[config.mk]
export PLATFORM = sky130hd
export DESIGN_NAME = des_stream_sequencer
export DESIGN_NICKNAME = d
export VERILOG_FILES = /design/src/rtl/des_stream_sequencer.sv
export SDC_FILE = /design/constraint.sdc
export NUM_CORES = 1
export LEC_CHECK = 0
export CORE_MARGIN = 3
export CORE_UTILIZATION = 35
export DETAILED_ROUTE_END_ITERATION = 10
export GPL_TIMING_DRIVEN = 0
export HOLD_SLACK_MARGIN = 0.02
export PLACE_DENSITY = 0.67
export SLEW_MARGIN = 20
export SYNTH_ARGS = -nofsm -noshare
export SYNTH_HDL_FRONTEND = slang
export SYNTH_SLANG_ARGS = --single-unit
[constraint.sdc]
create_clock -name clk -period 3.1 [get_ports clk]
set_clock_uncertainty 0.15 [all_clocks]
set_input_delay 0.62 -clock clk [delete_from_list [all_inputs] [get_ports clk]]
set_output_delay 0.62 -clock clk [all_outputs]
set_load 0.02 [all_outputs]
[src/rtl/des_stream_sequencer.sv]
// Streams 64-bit blocks from the input SRAM through the 3DES core and writes
// each result to the output SRAM, bounding the number of blocks in flight.
module des_stream_sequencer #(
  parameter int ADDRSIZE     = 14,
  parameter int SRAMWIDTH    = 64,
  parameter int RD_LAT       = 2,
  parameter int MAX_INFLIGHT = 4,
  parameter int CNTW         = 14
) (
  input  logic                 clk,
  input  logic                 reset,
  input  logic                 start,
  input  logic                 abort,
  input  logic [ADDRSIZE-1:0]  src_base,
  input  logic [ADDRSIZE-1:0]  dst_base,
  input  logic [CNTW-1:0]      block_count,
  output logic [ADDRSIZE-1:0]  src_addr,
  output logic                 src_rden,
  input  logic [SRAMWIDTH-1:0] src_q,
  output logic [ADDRSIZE-1:0]  dst_addr,
  output logic                 dst_wren,
  output logic [SRAMWIDTH-1:0] dst_data,
  output logic                 des_enable,
  output logic [SRAMWIDTH-1:0] raw_data,
  output logic                 data_valid_in,
  input  logic [SRAMWIDTH-1:0] encrypted_data,
  input  logic                 data_valid_out,
  output logic                 busy,
  output logic                 done,
  output logic                 aborted,
  output logic                 err_unexpected,
  output logic [CNTW-1:0]      blocks_done
);

  localparam int IW = $clog2(MAX_INFLIGHT + 1);

  typedef enum logic [1:0] {S_IDLE, S_RUN, S_DRAIN, S_DONE} state_t;

  state_t                state_q, state_d;
  logic [ADDRSIZE-1:0]   src_base_q, src_base_d, dst_base_q, dst_base_d;
  logic [CNTW-1:0]       count_q, count_d, issued_q, issued_d, written_q, written_d;
  logic [IW-1:0]         inflight_q, inflight_d;
  logic [RD_LAT-1:0]     pend_q, pend_d;
  logic [SRAMWIDTH-1:0]  raw_q, raw_d, dst_data_q, dst_data_d;
  logic [ADDRSIZE-1:0]   dst_addr_q, dst_addr_d;
  logic                  dvi_q, dvi_d, wren_q, wren_d, done_q, done_d;
  logic                  aborted_q, aborted_d, err_q, err_d, by_abort_q, by_abort_d;
  logic                  issue, accept;

  always_ff @(posedge clk) begin
    if (reset) begin
      state_q    <= S_IDLE;
      src_base_q <= '0;
      dst_base_q <= '0;
      count_q    <= '0;
      issued_q   <= '0;
      written_q  <= '0;
      inflight_q <= '0;
      pend_q     <= '0;
      raw_q      <= '0;
      dst_data_q <= '0;
      dst_addr_q <= '0;
      dvi_q      <= 1'b0;
      wren_q     <= 1'b0;
      done_q     <= 1'b0;
      aborted_q  <= 1'b0;
      err_q      <= 1'b0;
      by_abort_q <= 1'b0;
    end else begin
      state_q    <= state_d;
      src_base_q <= src_base_d;
      dst_base_q <= dst_base_d;
      count_q    <= count_d;
      issued_q   <= issued_d;
      written_q  <= written_d;
      inflight_q <= inflight_d;
      pend_q     <= pend_d;
      raw_q      <= raw_d;
      dst_data_q <= dst_data_d;
      dst_addr_q <= dst_addr_d;
      dvi_q      <= dvi_d;
      wren_q     <= wren_d;
      done_q     <= done_d;
      aborted_q  <= aborted_d;
      err_q      <= err_d;
      by_abort_q <= by_abort_d;
    end
  end

  always_comb begin
    state_d    = state_q;
    src_base_d = src_base_q;
    dst_base_d = dst_base_q;
    count_d    = count_q;
    issued_d   = issued_q;
    written_d  = written_q;
    inflight_d = inflight_q;
    raw_d      = raw_q;
    dst_data_d = dst_data_q;
    dst_addr_d = dst_addr_q;
    aborted_d  = aborted_q;
    err_d      = err_q;
    by_abort_d = by_abort_q;
    dvi_d      = 1'b0;
    wren_d     = 1'b0;
    done_d     = 1'b0;
    issue      = 1'b0;
    accept     = data_valid_out && (inflight_q != '0);

    case (state_q)
      S_IDLE: begin
        if (start) begin
          src_base_d = src_base;
          dst_base_d = dst_base;
          count_d    = block_count;
          issued_d   = '0;
          written_d  = '0;
          inflight_d = '0;
          aborted_d  = 1'b0;
          err_d      = 1'b0;
          by_abort_d = 1'b0;
          state_d    = (block_count != '0) ? S_RUN : S_DONE;
        end
      end
      S_RUN: begin
        issue = (issued_q < count_q) && (inflight_q < IW'(MAX_INFLIGHT)) && !abort;
        if (abort) begin
          by_abort_d = 1'b1;
          state_d    = S_DRAIN;
        end else if (issued_q == count_q) begin
          state_d = S_DRAIN;
        end
      end
      S_DRAIN: begin
        // Reads still in the SRAM pipe are already counted in inflight, but
        // checking pend_q too keeps DONE from racing a late read return.
        if (inflight_q == '0 && pend_q == '0) begin
          aborted_d = by_abort_q;
          state_d   = S_DONE;
        end
      end
      S_DONE: begin
        done_d  = 1'b1;
        state_d = S_IDLE;
      end
      default: state_d = S_IDLE;
    endcase

    pend_d[0] = issue;
    for (int i = 1; i < RD_LAT; i++) pend_d[i] = pend_q[i-1];

    if (issue) issued_d = issued_q + 1'b1;
    if (issue && !accept)      inflight_d = inflight_q + 1'b1;
    else if (!issue && accept) inflight_d = inflight_q - 1'b1;

    if (pend_q[RD_LAT-1]) begin
      raw_d = src_q;
      dvi_d = 1'b1;
    end

    if (accept) begin
      wren_d     = 1'b1;
      dst_data_d = encrypted_data;
      dst_addr_d = dst_base_q + ADDRSIZE'(written_q);
      written_d  = written_q + 1'b1;
    end

    if (data_valid_out && inflight_q == '0) err_d = 1'b1;
  end

  assign src_rden       = issue;
  assign src_addr       = issue ? (src_base_q + ADDRSIZE'(issued_q)) : '0;
  assign dst_addr       = dst_addr_q;
  assign dst_wren       = wren_q;
  assign dst_data       = dst_data_q;
  assign raw_data       = raw_q;
  assign data_valid_in  = dvi_q;
  assign busy           = (state_q == S_RUN) || (state_q == S_DRAIN);
  assign des_enable     = busy;
  assign done           = done_q;
  assign aborted        = aborted_q;
  assign err_unexpected = err_q;
  assign blocks_done    = written_q;

endmodule

# ---- Word-level counts from Yosys, hierarchy flattened
# Cells that the tools add are included.
dict set report word_totals {
  input_bits 175
  word_cells 93
  reg_bits 225
}
dict set report op_classes {
  n_addsub 6
  mux 26
  n_lt_le_gt_ge 2
  reduce_logical 34
  n_eq_ne 8
}
# op count
set op_table {}
lappend op_table {{two-way mux 14 bit} 5}
lappend op_table {{adder 14 x 1 -> 14 bit, second input constant} 2}
lappend op_table {{adder 14 bit} 2}
lappend op_table {{nonzero test 2 bit} 8}
lappend op_table {{== test 14 bit} 1}
lappend op_table {{less-than comparator 14 bit} 1}
lappend op_table {{nonzero test 14 bit} 1}
lappend op_table {{two-way mux 3 bit} 4}
lappend op_table {{two-way mux 2 bit} 5}
lappend op_table {{AND reduction 2 bit} 5}
lappend op_table {{two-way mux 1 bit} 9}
lappend op_table {{AND reduction 3 bit} 3}
lappend op_table {{nonzero test 3 bit} 3}
lappend op_table {{case mux 2 bit (4 select lines)} 1}
lappend op_table {{logical AND 1 bit} 7}
lappend op_table {{inequality test 2 bit, second input constant} 3}
lappend op_table {{== test 2 bit, second input constant} 2}
lappend op_table {{logical NOT 2 bit} 2}
lappend op_table {{case mux 1 bit (2 select lines)} 2}
lappend op_table {{adder 3 x 1 -> 3 bit, second input constant} 1}
lappend op_table {{logical NOT 1 bit} 3}
lappend op_table {{logical NOT 3 bit} 1}
lappend op_table {{less-than comparator 3 bit, second input constant} 1}
lappend op_table {{inequality test 3 bit, second input constant} 1}
lappend op_table {{3 further kinds} 3}

# ---- Longest topological paths before layout
dict set report depth {
  word_depth 8
  depth_mapped 15
  depth_no_buf 13
}

# ---- Worst setup path after synthesis
# Ideal clock, no wire load.
dict set report synth_timing {
  path_kind {register to register}
  start {register issued_q[11]}
  end {register inflight_q[2]}
  path_buffers 2
  period_less_slack_ns 3.138
  setup_ns 0.086
  stages_incl_launch_ff 12
  path_slack_ns -0.038
  required_ns 2.864
  arrival_time_ns 2.903
  path_cell_list {dfxtp_1 > ha_1 > a21o_1 > a21o_1 > a2111oi_4 > nand3_2 > buf_6 > clkbuf_1 > ha_1 > o32ai_1 > nor3_1 > a211oi_1}
}
dict set report synth_between {
  elab_chain_len 8
  elab_cells_between_ends 12
}
# item line_no
set synth_rtl {}
lappend synth_rtl {{start, declared} 41} ;# logic [CNTW-1:0] count_q, count_d, issued_q, issued_d, written_q, written_d;
lappend synth_rtl {{start signal, assigned} 74} ;# issued_q <= issued_d;
lappend synth_rtl {{less-than comparator 14 bit *} 126} ;# issue = (issued_q < count_q) && (inflight_q < IW'(MAX_INFLIGHT)) && !abort;
lappend synth_rtl {{logical AND 1 bit * (2 in series)} 126}
lappend synth_rtl {{two-way mux 1 bit *} 110} ;# case (state_q)
lappend synth_rtl {{logical NOT 1 bit} 154} ;# else if (!issue && accept) inflight_d = inflight_q - 1'b1;
lappend synth_rtl {{logical AND 1 bit} 154}
lappend synth_rtl {{nonzero test 3 bit (no source line) or two-way mux 3 bit (tied branches)} -}
lappend synth_rtl {{AND reduction 2 bit (no source line) or two-way mux 3 bit (tied branches)} -}
lappend synth_rtl {{end signal, assigned} 76} ;# inflight_q <= inflight_d;
lappend synth_rtl {{end, declared} 42} ;# logic [IW-1:0] inflight_q, inflight_d;
# Mark *: on every way between the ends. The rest lies on a longest branch, timed or not.
# A chain may end at the register's enable or synchronous reset.

# ---- Final worst setup path
dict set report layout_timing {
  start {register src_base_q[1]}
  end {output port src_addr[13]}
}
dict set report layout_between {
  elab_chain_len 2
}
# item line_no
set layout_rtl {}
lappend layout_rtl {{start, declared} 40} ;# logic [ADDRSIZE-1:0] src_base_q, src_base_d, dst_base_q, dst_base_d;
lappend layout_rtl {{start signal, assigned} 71} ;# src_base_q <= src_base_d;
lappend layout_rtl {{adder 14 bit} 172} ;# assign src_addr = issue ? (src_base_q + ADDRSIZE'(issued_q)) : '0;
lappend layout_rtl {{two-way mux 14 bit} 172}
lappend layout_rtl {{end, declared} 17} ;# output logic [ADDRSIZE-1:0] src_addr,
# Every way passes these cells.

==> reports/qor.csv <==
metric,value,unit
dpl hpwl,25.7,mm
RSZ-0062 raised after global routing,true,
Die X,175,um
NetSw,3510,uW
maximum vdd drop,0.000481,V
Worst Max-Slew Pin Slew,0.810,ns
Crit path arrival time,2.61,ns
vias per inst,5.01,
Final Hold Fails,0,
chip height,175,um
# Max-Cap Violations,0,
Synth Area in Simple Gates,22.0,%
violated checks,negative setup slack,
mux cell area share after synthesis,6.43,%
Layout area overhead,54.5,%
Max Slew Vio Count,0,
main combinational cell family by area after synthesis,simple AND/OR/NAND/NOR gates,
setup TNS,-2.13,ns
area post-placement,14000,um2
top cell family by delay on the critical path,compound AO/OA/AOI/OAI gates,
Critical Path End Type,output port,
Sw Ratio,34.8,%
DRT iter0 DRCs,528,
Finish-stage setup viols,14,
fraction of registers with async set/reset,0,%
Core Region,27900,um2
Worst Path Required,2.33,ns
number of enable flip-flop cells after synthesis,0,
Final period util,109,%
maximum fanout along the worst path,3,
# IOs,353,
number of diodes,0,
Critical Path Start Type,flop,
Compound-Gate Fraction of Synth Area,13.5,%
Worst path max stage delay,0.36,ns
post-synthesis xor/xnor area fraction,2.11,%
"Worst Setup Slack, final",-0.283,ns
pin count of the biggest net entering global routing,14,
maximum root-to-sink buffer count,3,
Comb pwr share,35.1,%
status,finished with violations,
Clock Sinks,225,
die area,30500,um2
final instance area,15400,um2
#FFs+latches synth,225,
initial antenna violation count,1,
Overall Global Routing Usage,21.3,%
Ys Warns,0,
crit path kind,reg -> out,
Tmin final,3.38,ns
initial core utilization,35.7,%
Mapped Avg Cell Area,8.41,um2
Filler cells,2585,
clock power share,29.8,%
Leak,0.00562,uW
I/O Buffers,352,
CP cell instances,ha_4 -> a211oi_2 -> nor2_1 -> a21o_1 -> o41a_1 -> a31o_2 -> xnor2_1 -> nor2_1 -> buf_4,
PwrDens,655,nW/um2
Hold Path Class,reg -> reg,
Reg power frac,35.1,%
Buf/Inv on CP,1,
Final Core Density,55.1,%
share of cells above drive strength 1,9.44,%
cell mode on critical path,nor2_1,
Post-CTS Hold Buffers,0,
mapped cell area,9960,um2
detailed-route via count,9905,
worst skew pair latency,0.53,ns
# H-tree levels,1,
area of the multi-input gates,5410,um2
Synth Area in Adders,6.93,%
CTS tree,yes,
Residual DRC,0,
Internal,6570,uW
WL/cell,17.4,um
Synth cell types,55,
Pre-antenna DRT Iters,5,
Placed Cells incl. Taps,1914,
vias in the first global route,9629,
slowest CP cell,dfxtp_4,
routability congestion estimate,0.915,
number of CTS-inserted buffers,27,
Peak Freq,296,MHz
root buf cell,clkbuf_16,
final cell count without fillers,1977,
Final nets,1810,
post-synthesis sequential area ratio,45.2,%
clock-pin slew on the worst setup and hold paths,0.06,ns
Post-Route WL,34.5,mm
Rows,61,
cell count after synthesis,1184,
antenna-violating nets left,0,
sequential standard cell area,4550,um2
total gr overflow,0,
dpl ws,-0.893,ns
Max-slew headroom,46.0,%
net count after synthesis,1413,
first-pass GRT wire length,52.8,mm
Most used DFF post-synth,dfxtp_1,
## per-stage QoR
stage               hold WS, ns  total power (uW)
global route              0.321             10600
floorplan                 0.281              5400
CTS                       0.304             10100
finish                    0.301             10100
global placement          0.291              6800
detailed placement        0.297              6860
## Yosys cell counts, types with 2 or more instances
library cell	number	area share (%)
nand2_1	246	9.3
dfxtp_1	225	45
a21oi_1	143	7.2
nor2_1	119	4.5
mux2i_1	64	6.4
clkbuf_1	58	2.2
ha_1	52	6.5
inv_1	28	1.1
o21ai_0	21	1.1
nand3_1	20	1.0
a211oi_1	17	1.3
a21o_1	15	1.1
nor3_1	15	0.75
nand4b_1	13	1.1
xnor2_1	12	1.1
xor2_1	12	1.1
nand4_1	10	0.63
buf_1	9	0.34
and3_1	8	0.50
nor2b_1	8	0.50
nor4_1	8	0.50
nand2b_1	7	0.44
nor3b_1	6	0.45
nor4b_1	6	0.53
a31oi_1	5	0.31
nand3b_1	5	0.38
o21a_1	5	0.38
and2_1	4	0.25
o31ai_1	4	0.30
or3_1	4	0.25
or4_1	4	0.30
and4_1	3	0.26
a311o_1	2	0.20
buf_2	2	0.10
fa_1	2	0.40
o21bai_1	2	0.15
or2_2	2	0.13
## routing by layer
layer	wire length, um	vias up	global-route usage, %
met3	2710	59	5.58
met2	16200	358	35.7
met4	991	2	5.82
li1	-	4849	-
met1	14600	4637	27.2
met5	11	-	0
## cells in the final DEF (no fill, tap or decap), types with 11 or more instances in the layout
master,n
a211oi_1,15
a21o_1,15
a21oi_1,141
buf_4,20
buf_6,15
clkbuf_1,59
clkbuf_16,29
clkdlybuf4s50_1,337
dfxtp_1,207
ha_1,39
ha_4,12
inv_1,24
mux2i_1,64
nand2_1,244
nand3_1,20
nand4b_1,13
nor2_1,109
nor3_1,13
o21ai_0,19
xor2_1,11
## worst reg2reg max path: stages, from the launching register on
cell and delay (ns):
dfxtp_2 0.34, inv_2 0.05, ha_4 0.21, a21o_1 0.15, a21o_1 0.18, a2111oi_4 0.32, nand3_2 0.16, buf_6 0.18
buf_8 0.14, buf_4 0.15, ha_4 0.18, o32ai_4 0.37, buf_4 0.18, a21oi_1 0.06, nor2_1 0.08
## layout make-up
cell class                      instances  area share [%]
Buffer                                 68            2.11
Clock buffer                           42            5.28
Clock inverter                          5           0.219
Inverter                               28           0.683
Multi-Input combinational cell        860            35.1
Sequential cell                       225            29.6
Tap cell                              378            3.07
Timing Repair Buffer                  371            24.0
## cell families (layout without fill, tap and decap cells)
group / Yosys count / after routing
fa+ha+maj: 54 / 54
xor+xnor: 24 / 24
simple gates: 490 / 490
mux: 64 / 64
compound gates: 228 / 228
flops: 225 / 225
buf+inv: 99 / 514
## power by group through the flow
stage          sequential [uW]  combinational [uW]  clock, uW
2_1_floorplan             3860                1540          0
3_3_place_gp              3570                3230          0
3_5_place_dp              3580                3270          0
4_1_cts                   3530                3460       3080
5_1_grt                   3580                3850       3170
6_report                  3530                3540       3000
## path summary, 6_finish.rpt
| kind | startpoint | endpoint | slack (ns) | cells past startpoint |
|---|---|---|---|---|
| setup reg to reg | count_q[11]$_SDFFE_PP0P_ | inflight_q[0]$_SDFFE_PP0P_ | 0.15 | 14 |
| hold reg to reg | dst_data[51]$_SDFFE_PP0P_ | dst_data[51]$_SDFFE_PP0P_ | 0.30 | 2 |
| setup / recovery | src_base_q[1]$_SDFFE_PP0P_ | src_addr[13] | -0.28 | 9 |
| hold / removal | dst_data[51]$_SDFFE_PP0P_ | dst_data[51]$_SDFFE_PP0P_ | 0.30 | 2 |
## registers in the layout, indices dropped and copies added, names as in the netlist
signal	count
count_q	14
inflight_q	3
done	1
issued_q	14
err_unexpected	1
dst_wren	1
dst_data	64
data_valid_in	1
dst_base_q	14
by_abort_q	1
pend_q	2
blocks_done	14
src_base_q	14
aborted	1
state_q	2
raw_data	64
dst_addr	14
## timing repair
item / CTS / global route
setup endpoints to repair: 18 / 18
cloned: 0 / 1
pin swaps: 18 / 15
buffers inserted: 11 / 7
gates resized for setup: 166 / 26
Note: power is estimated with default switching activity, not from simulation.
